## src/rtl/ctrl_pkg.sv

```systemverilog
// Shared encodings for the ARM-subset control unit: FSM states, opcode and
// command fields, datapath select codes and condition codes.
package ctrl_pkg;

    typedef enum logic [1:0] {
        S_BOOT,
        S_RUN,
        S_MEMWAIT,
        S_FAULT
    } state_t;

    // Which flag groups an instruction is allowed to write when S=1.
    typedef enum logic [1:0] {
        FW_NONE,
        FW_NZ,
        FW_NZCV
    } flagw_t;

    localparam logic [1:0] OP_DP  = 2'b00;
    localparam logic [1:0] OP_MEM = 2'b01;
    localparam logic [1:0] OP_BR  = 2'b10;

    localparam logic [3:0] CMD_AND = 4'b0000;
    localparam logic [3:0] CMD_SUB = 4'b0010;
    localparam logic [3:0] CMD_ADD = 4'b0100;
    localparam logic [3:0] CMD_CMP = 4'b1010;
    localparam logic [3:0] CMD_ORR = 4'b1100;

    localparam logic [1:0] ALU_ADD = 2'b00;
    localparam logic [1:0] ALU_SUB = 2'b01;
    localparam logic [1:0] ALU_AND = 2'b10;
    localparam logic [1:0] ALU_ORR = 2'b11;

    localparam logic [1:0] IMM_DP  = 2'b00;
    localparam logic [1:0] IMM_MEM = 2'b01;
    localparam logic [1:0] IMM_BR  = 2'b10;

    localparam logic [1:0] REGSRC_DP  = 2'b00;
    localparam logic [1:0] REGSRC_BR  = 2'b01;
    localparam logic [1:0] REGSRC_STR = 2'b10;

    localparam logic [3:0] COND_EQ = 4'h0;
    localparam logic [3:0] COND_NE = 4'h1;
    localparam logic [3:0] COND_CS = 4'h2;
    localparam logic [3:0] COND_CC = 4'h3;
    localparam logic [3:0] COND_MI = 4'h4;
    localparam logic [3:0] COND_PL = 4'h5;
    localparam logic [3:0] COND_VS = 4'h6;
    localparam logic [3:0] COND_VC = 4'h7;
    localparam logic [3:0] COND_HI = 4'h8;
    localparam logic [3:0] COND_LS = 4'h9;
    localparam logic [3:0] COND_GE = 4'hA;
    localparam logic [3:0] COND_LT = 4'hB;
    localparam logic [3:0] COND_GT = 4'hC;
    localparam logic [3:0] COND_LE = 4'hD;
    localparam logic [3:0] COND_AL = 4'hE;
    localparam logic [3:0] COND_NV = 4'hF;

endpackage

```

## src/rtl/cond_check.sv

```systemverilog
// Condition-code evaluation against the NZCV flags register, plus the
// gated flag-write enables. The flags register itself lives here.
module cond_check
    import ctrl_pkg::*;
(
    input  logic       clk,
    input  logic       rst,
    input  logic [3:0] cond,
    input  logic [3:0] alu_flags,
    input  logic       s,
    input  flagw_t     flag_w,
    input  logic       exec,
    output logic       cond_ex,
    output logic       nz_we,
    output logic       cv_we
);

    logic [3:0] flags_q, flags_d;
    logic       n, z, c, v;

    always_comb begin
        {n, z, c, v} = flags_q;
        cond_ex = 1'b0;
        case (cond)
            COND_EQ: cond_ex = z;
            COND_NE: cond_ex = !z;
            COND_CS: cond_ex = c;
            COND_CC: cond_ex = !c;
            COND_MI: cond_ex = n;
            COND_PL: cond_ex = !n;
            COND_VS: cond_ex = v;
            COND_VC: cond_ex = !v;
            COND_HI: cond_ex = c & !z;
            COND_LS: cond_ex = !c | z;
            COND_GE: cond_ex = (n == v);
            COND_LT: cond_ex = (n != v);
            COND_GT: cond_ex = !z & (n == v);
            COND_LE: cond_ex = z | (n != v);
            COND_AL: cond_ex = 1'b1;
            default: cond_ex = 1'b0;
        endcase
    end

    always_comb begin
        nz_we   = exec & cond_ex & s & (flag_w != FW_NONE);
        cv_we   = exec & cond_ex & s & (flag_w == FW_NZCV);
        flags_d = flags_q;
        if (nz_we) flags_d[3:2] = alu_flags[3:2];
        if (cv_we) flags_d[1:0] = alu_flags[1:0];
    end

    always_ff @(posedge clk or posedge rst) begin
        if (rst) flags_q <= '0;
        else     flags_q <= flags_d;
    end

endmodule

```

## src/rtl/control_unit.sv

```systemverilog
// Instruction decoder and sequencing FSM for the single-cycle ARM-subset
// datapath; loads/stores wait on mem_ready with a timeout into a sticky fault.
module control_unit
    import ctrl_pkg::*;
#(
    parameter int unsigned TIMEOUT = 15
) (
    input  logic        clk,
    input  logic        rst,
    input  logic [31:0] Instr,
    input  logic [3:0]  ALUFlags,
    input  logic        mem_ready,
    output logic        MemtoReg,
    output logic        ALUSrc,
    output logic [1:0]  ImmSrc,
    output logic [1:0]  RegSrc,
    output logic [1:0]  ALUControl,
    output logic        RegWrite,
    output logic        MemWrite,
    output logic        PCSrc,
    output logic        PCEn,
    output logic        mem_req,
    output logic        Fault
);

    localparam logic [7:0] CNT_LAST = 8'(TIMEOUT - 1);

    logic [1:0] op;
    logic [5:0] funct;
    logic [3:0] cmd;
    logic       rd_pc;
    logic       dec_valid, is_mem, is_ldr, reg_w, br_op, branch, s_bit;
    flagw_t     flag_w;
    logic       cond_ex, exec, nz_we, cv_we;
    state_t     state_q, state_d;
    logic [7:0] cnt_q, cnt_d;
    logic       unused_instr_bits;

    assign op    = Instr[27:26];
    assign funct = Instr[25:20];
    assign cmd   = funct[4:1];
    assign rd_pc = (Instr[15:12] == 4'hF);
    assign unused_instr_bits = &{1'b0, Instr[19:16], Instr[11:0]};

    always_comb begin
        dec_valid  = 1'b0;
        is_mem     = 1'b0;
        is_ldr     = 1'b0;
        reg_w      = 1'b0;
        br_op      = 1'b0;
        s_bit      = 1'b0;
        flag_w     = FW_NONE;
        MemtoReg   = 1'b0;
        ALUSrc     = 1'b0;
        ImmSrc     = IMM_DP;
        RegSrc     = REGSRC_DP;
        ALUControl = ALU_ADD;
        case (op)
            OP_DP: begin
                ALUSrc    = funct[5];
                s_bit     = funct[0];
                dec_valid = 1'b1;
                reg_w     = 1'b1;
                case (cmd)
                    CMD_ADD: begin ALUControl = ALU_ADD; flag_w = FW_NZCV; end
                    CMD_SUB: begin ALUControl = ALU_SUB; flag_w = FW_NZCV; end
                    CMD_AND: begin ALUControl = ALU_AND; flag_w = FW_NZ;   end
                    CMD_ORR: begin ALUControl = ALU_ORR; flag_w = FW_NZ;   end
                    CMD_CMP: begin ALUControl = ALU_SUB; flag_w = FW_NZCV; reg_w = 1'b0; end
                    default: begin dec_valid = 1'b0; reg_w = 1'b0; end
                endcase
            end
            OP_MEM: begin
                dec_valid = 1'b1;
                is_mem    = 1'b1;
                is_ldr    = funct[0];
                ALUSrc    = 1'b1;
                ImmSrc    = IMM_MEM;
                RegSrc    = funct[0] ? REGSRC_DP : REGSRC_STR;
                MemtoReg  = funct[0];
                reg_w     = funct[0];
            end
            OP_BR: begin
                dec_valid = 1'b1;
                br_op     = 1'b1;
                ALUSrc    = 1'b1;
                ImmSrc    = IMM_BR;
                RegSrc    = REGSRC_BR;
            end
            default: dec_valid = 1'b0;
        endcase
        branch = br_op | (reg_w & rd_pc);
    end

    assign exec = (state_q == S_RUN) & dec_valid;

    cond_check u_cond_check (
        .clk      (clk),
        .rst      (rst),
        .cond     (Instr[31:28]),
        .alu_flags(ALUFlags),
        .s        (s_bit),
        .flag_w   (flag_w),
        .exec     (exec),
        .cond_ex  (cond_ex),
        .nz_we    (nz_we),
        .cv_we    (cv_we)
    );

    // Flag enables are consumed inside cond_check; kept visible for debug.
    logic unused_we;
    assign unused_we = nz_we ^ cv_we;

    always_comb begin
        state_d  = state_q;
        cnt_d    = cnt_q;
        RegWrite = 1'b0;
        MemWrite = 1'b0;
        PCSrc    = 1'b0;
        PCEn     = 1'b0;
        mem_req  = 1'b0;
        case (state_q)
            S_BOOT: state_d = S_RUN;
            S_RUN: begin
                if (!dec_valid) begin
                    state_d = S_FAULT;
                end else if (is_mem && cond_ex) begin
                    mem_req = 1'b1;
                    cnt_d   = '0;
                    state_d = S_MEMWAIT;
                end else begin
                    PCEn     = 1'b1;
                    RegWrite = reg_w & cond_ex;
                    PCSrc    = branch & cond_ex;
                end
            end
            S_MEMWAIT: begin
                mem_req = 1'b1;
                // A late mem_ready on the final allowed cycle still completes.
                if (mem_ready) begin
                    PCEn     = 1'b1;
                    MemWrite = !is_ldr;
                    RegWrite = is_ldr;
                    PCSrc    = branch;
                    state_d  = S_RUN;
                end else if (cnt_q == CNT_LAST) begin
                    state_d = S_FAULT;
                end else begin
                    cnt_d = cnt_q + 8'd1;
                end
            end
            S_FAULT: state_d = S_FAULT;
            default: state_d = S_FAULT;
        endcase
    end

    assign Fault = (state_q == S_FAULT);

    always_ff @(posedge clk or posedge rst) begin
        if (rst) begin
            state_q <= S_BOOT;
            cnt_q   <= '0;
        end else begin
            state_q <= state_d;
            cnt_q   <= cnt_d;
        end
    end

endmodule

```

## config.mk

```make
export PLATFORM = sky130hd
export DESIGN_NAME = control_unit
export DESIGN_NICKNAME = d
export VERILOG_FILES = /design/src/rtl/ctrl_pkg.sv /design/src/rtl/cond_check.sv /design/src/rtl/control_unit.sv
export SDC_FILE = /design/constraint.sdc
export NUM_CORES = 1
export LEC_CHECK = 0
export ABC_AREA = 1
export CAP_MARGIN = 20
export CORE_AREA = 4 4 50 74
export DETAILED_ROUTE_END_ITERATION = 12
export DIE_AREA = 0 0 54 78
export PLACE_DENSITY = 0.83
export SETUP_SLACK_MARGIN = 0.1
export SYNTH_ARGS = -nofsm -noshare
export SYNTH_HDL_FRONTEND = slang
export SYNTH_SLANG_ARGS = --single-unit
```

## constraint.sdc

```tcl
create_clock -name clk -period 4.95 [get_ports clk]
set_input_delay 1.485 -clock clk [delete_from_list [all_inputs] [get_ports clk]]
set_output_delay 1.485 -clock clk [all_outputs]
set_load 0.01 [all_outputs]
```

# Word level (Yosys, flattened, before mapping)
# Index checks and enable logic that the tools add are counted.
# Widths: inputs -> output; s select.
op_classes:
  add_sub_neg: 1
  n_eq_ne: 34
  muxes: 44
  bitwise_logic: 13
  reduce_logical: 20
ops:
  columns: ["cell", "count"]
  rows:
  - ["$eq 4x4->1 const B", 10]
  - ["$mux 8", 4]
  - ["$eq 4x3->1 const B", 5]
  - ["$mux 1", 19]
  - ["$pmux 8 s2", 1]
  - ["$pmux 1 s15", 1]
  - ["$mux 2", 7]
  - ["$pmux 1 s2", 7]
  - ["$eq 4x2->1 const B", 3]
  - ["$pmux 2 s2", 3]
  - ["$and 1x1->1", 10]
  - ["$add 8x1->8 const B", 1]
  - ["$eq 2x2->1 const B", 4]
  - ["$eq 8x4->1 const B", 1]
  - ["$logic_not 4->1", 2]
  - ["$pmux 2 s4", 1]
  - ["$ne 2x2->1 const B", 3]
  - ["$pmux 2 s3", 1]
  - ["$reduce_or 2->1", 3]
  - ["$logic_not 1->1", 5]
  - ["$reduce_and 5->1", 1]
  - ["$reduce_or 5->1", 1]
  - ["$eq 2x1->1 const B", 2]
  - ["$eq 4x1->1 const B", 1]
  - ["other kinds (12)", 16]
word_totals:
  regBits: 14
  input_bits: 39
  out_inout_bits: 14
  wordCells: 116

# Logic depth before layout (Yosys ltp)
logic_depth:
  word_depth: 10
  ltp_mapped: 14
  depth_no_buf: 14

# Cells and area by module
# Synthesis repeated with hierarchy kept, for this count alone.
unflattened:
  hier_cells: 235
  hier_area_um2: 1507.7
modules_own_cells:
  columns: ["module", "instances", "cells_per_inst", "area_each_um2", "seq_area_each_um2"]
  rows:
  - ["control_unit", 1, 156, 1086.0, 250.2]
  - ["cond_check", 1, 79, 421.7, 100.1]

# Worst setup path after synthesis
# No wires, ideal clock.
synth_timing:
  kind: "input port to output port"
  from: "input port Instr[27]"
  to: "output port PCSrc"
  t_arrival_ns: 2.654
  required_ns: 3.465
  path_slack_ns: 0.811
  cell_stages: 10
  path_buffers: 0
  path_cell_list: "inv_1 ha_1 nand4_1 nand3_2 nand2_4 nor2_1 nand3_1 nand2_1 nand2_1 nor2_1"
synth_between:
  elab_chain_len: 8
  word_cells_on_any_way: 16
  classes_between: "2 x eq/ne; 8 x mux; 3 x bitwise; 3 x reduce/logical"
synth_lines:
  columns: ["element", "line_no", "rtl"]
  rows:
  - ["start, declared", "control_unit.sv:10", "input logic [31:0] Instr,"]
  - ["$eq 2x1->1 or $logic_not 2->1 (tied branches)", "control_unit.sv:58", "case (op)"]
  - ["$pmux 1 s2", "control_unit.sv:58", null]
  - ["$and 1x1->1", "control_unit.sv:92", "branch = br_op | (reg_w & rd_pc);"]
  - ["$or 1x1->1", "control_unit.sv:92", null]
  - ["$and 1x1->1", "control_unit.sv:134", "PCSrc = branch & cond_ex;"]
  - ["$mux 1", "control_unit.sv:127", "end else if (is_mem && cond_ex) begin"]
  - ["$mux 1", "control_unit.sv:125", "if (!dec_valid) begin"]
  - ["$pmux 1 s2 *", "control_unit.sv:122", "case (state_q)"]
  - ["end, declared", "control_unit.sv:20", "output logic PCSrc,"]
# Mark *: on every way between the ends. The rest lies on a longest branch, timed or not.

# Worst setup path in the final report
layout_timing:
  from: "input port Instr[27]"
  to: "output port MemWrite"
layout_between:
  elab_chain_len: 5
layout_lines:
  columns: ["element", "line_no", "rtl"]
  rows:
  - ["$eq 2x1->1", "control_unit.sv:58", null]
  - ["$mux 1", "control_unit.sv:58", null]
  - ["$logic_not 1->1", "control_unit.sv:142", "MemWrite = !is_ldr;"]
  - ["$mux 1", "control_unit.sv:140", "if (mem_ready) begin"]
  - ["$mux 1", "control_unit.sv:122", null]
  - ["end, declared", "control_unit.sv:19", "output logic MemWrite,"]
# No other way between the ends.

==> impl_metrics.yaml <==
timing:
  rsz0062_at_grt: "yes"
  max_slew_margin: 0.622
  max_freq_ghz: 0.213
  setup_violations: 0
  finClkSkew_ns: 0.00725
  finalHoldViolations: 0
  fin_crit_sh: 0.948
  drv_slew: 0
  post-route-min-period_ns: 4.69
  worst_pin_slew_ns: 0.567
floorplanning:
  die_w_microns: 54
  core-area_sq_mm: 0.00310
  initial_utilization: 0.457
  fp-row-count: 25
  fp.dieH_microns: 78
  io_pins: 53
  die-area_sq_mm: 0.00421
worst_setup_path:
  crit_buf_inv: 6
  worstPathRequired_ns: 3.46
  worstPathMaxFanout: 3
  ff2ff_path_depth: 9
  cp_cell_sequence: "clkdlybuf4s50_1, inv_1, buf_4, ha_1, nand2_1, inv_1, buf_4, nor2_1, clkdlybuf4s50_1"
  crit_path_start_kind: "primary input"
  slowest_delay_ns: 0.54
  crit_arrival_ns: 3.21
  critPathCaptureType: "output port"
  critPathKind: "primary input to output port"
  crit_family: "buffers and inverters"
  worst_path_max_delay_cell: "clkdlybuf4s50_1"
  cp.depth: 9
cells_and_area:
  final-seq-area_sq_um: 350
  num-fill-cells: 271
  area_delta_synth_final_pct: 40.7
  layoutNonFillerInstCount: 312
  drive_gt1_frac: 0.132
  final_net_count: 323
  multiInputGateArea_sq_um: 946
  post-route-cell-area_sq_mm: 0.00199
  insertedDiodeCount: 0
global_route:
  antenna_found_initial: 0
  grt-ovfl-total: 0
  grt_start_max_net_pins: 15
  track_usage: 0.181
  grt_first_pass_wirelength_mm: 6.00
  grt_pass1_vias: 1557
clock_tree:
  cts_tree: "done"
  clockRootBuffer: "clkbuf_8"
  clk_pin_slew_ns: 0.05
  htreeDepth: 1
  cts_sinks: 14
  cts_setup_buffers: 0
  numCtsBuffers: 3
  clockBufferDepth: 2
  clk_latency_ns: 0.25
drt:
  drc: 0
  wire_per_inst_microns: 11.2
  drtPass1Iterations: 4
  postRouteWirelength_mm: 3.48
  drt_iter0_markers: 22
  via_per_inst: 4.96
  vias: 1548
  ant_nets: 0
flow_run:
  maxCapViolCount: 0
hold_path:
  holdPathStages: 2
  hp-class: "flop to flop"
logic_synthesis:
  async_reset_ff_frac: 1.00
  syn_area_sq_mm: 0.00141
  synthCells: 219
  synthTopCellsByArea: "dfrtp_1, nand2_1, ha_1, nand3_1, inv_1"
  ys_seq_area_frac: 0.248
  synth-main-ff-cell: "dfrtp_1"
  ys_ff_latch: 14
  synth.most_common_cell: "nand2_1"
  synthesis.nets: 269
  yosys.area.top_type: "dfrtp_1"
  synthDistinctLibCells: 29
  synth-edff-count: 0
  syn_area_per_cell_sq_um: 6.46
  yosys-top-cells-count: "nand2_1, inv_1, nand3_1, nor2_1, dfrtp_1"
  synth_top_area_frac: 0.248
  yosysWarnings: 0
place:
  hpwl_mm: 2.83
  gp_congestion: 0.742
  place.port_buffers: 36
  placedCellCount: 308
  dpl_cell_area_sq_mm: 0.00192
power:
  power.density_mw_per_mm2: 287
  peakVddDrop_v: 0.000290
  leakagePower_nw: 1.08
outcome:
  status: "complete, no violations"
## report_power, final
part           internal (W)  switching (W)
logic              0.000123       0.000187
clock network     0.0000704      0.0000411
registers          0.000129      0.0000195
total              0.000323       0.000247
## stage by stage
| step | worst slack [ns] | hold slack (ns) | total power, W | TNS (ns) | utilization |
|---|---|---|---|---|---|
| after floorplan | 0.811 | 0.464 | 0.000354 | 0 | - |
| after global placement | -0.0705 | 0.482 | 0.000457 | -0.180 | 0.621 |
| after detailed placement | -0.0974 | 0.486 | 0.000463 | -0.271 | 0.621 |
| after CTS | 0.242 | 0.508 | 0.000572 | 0 | 0.639 |
| after global routing | 0.0967 | 0.535 | 0.000613 | 0 | 0.642 |
| final | 0.259 | 0.500 | 0.000570 | 0 | 0.642 |
## path summary, 6_finish.rpt
kind / slack (ns) / endpoint / start
worst max-delay path: 0.26 / MemWrite / Instr[27]
worst min-delay path: 0.50 / u_cond_check.flags_q[1] / u_cond_check.flags_q[1]
worst max register to register: 2.88 / cnt_q[3] / state_q[0]
worst min register to register: 0.50 / u_cond_check.flags_q[1] / u_cond_check.flags_q[1]
max in group asynchronous: 2.98 / u_cond_check.flags_q[3] / rst
min in group asynchronous: 1.59 / state_q[1] / rst
## what timing repair did
item                                    CTS  global route
endpoints found under the hold margin     0             0
resized for setup                         6             4
gates cloned                              0             0
hold buffers                              0             0
endpoints found under the setup margin    4             4
pin swaps                                 0             1
## layer usage
layer | share of wire | up-vias | global-route usage
met1 | 0.38 | 701 | 0.190
li1 | - | 804 | -
met5 | 0 | - | 0
met4 | 0.014 | 0 | 0.0623
met3 | 0.038 | 5 | 0.0230
met2 | 0.56 | 38 | 0.345
## worst reg2reg max path, delay by kind of cell, from the launching register on
kind | cells | cell delay, ns
flip-flops | 1 | 0.42
adder cells (fa/ha/maj) | 1 | 0.21
AO/OA/AOI/OAI | 2 | 0.57
buffers and inverters | 2 | 0.30
AND/OR/NAND/NOR | 4 | 0.46
## layout by cell type, fill, tap and decap left out, types with 4 or more instances in the layout
cell and n:
a21oi_1 6, buf_4 15, clkbuf_8 4, clkdlybuf4s50_1 29, dfrtp_1 14, dlygate4sd2_1 4
ha_1 11, inv_1 27, nand2_1 72, nand2_4 5, nand3_1 24, nand4_1 8
nor2_1 20, nor2_2 4
## final cells by class
| cell class | instances | share of cell area |
|---|---|---|
| inverters | 30 | 0.0566 |
| multi-input cells | 173 | 0.475 |
| flip-flops and latches | 14 | 0.176 |
| well taps | 40 | 0.0252 |
| clock buffers | 4 | 0.0277 |
| repair buffers | 51 | 0.239 |
## flip-flops by register name, summed over array words and instances (netlist names)
name                  count
cnt_q                     8
state_q                   2
u_cond_check.flags_q      4
## kinds of logic (layout without fill, tap and decap cells)
logic type,after synthesis,count (layout),share of synthesized area
buffers and inverters,32,85,0.0885
adder cells (fa/ha/maj),11,11,0.0973
AND/OR/NAND/NOR,145,145,0.481
flip-flops,14,14,0.248
XOR/XNOR,3,3,0.0186
AO/OA/AOI/OAI,14,14,0.0664
No activity file was read; power rests on OpenSTA's default activity.
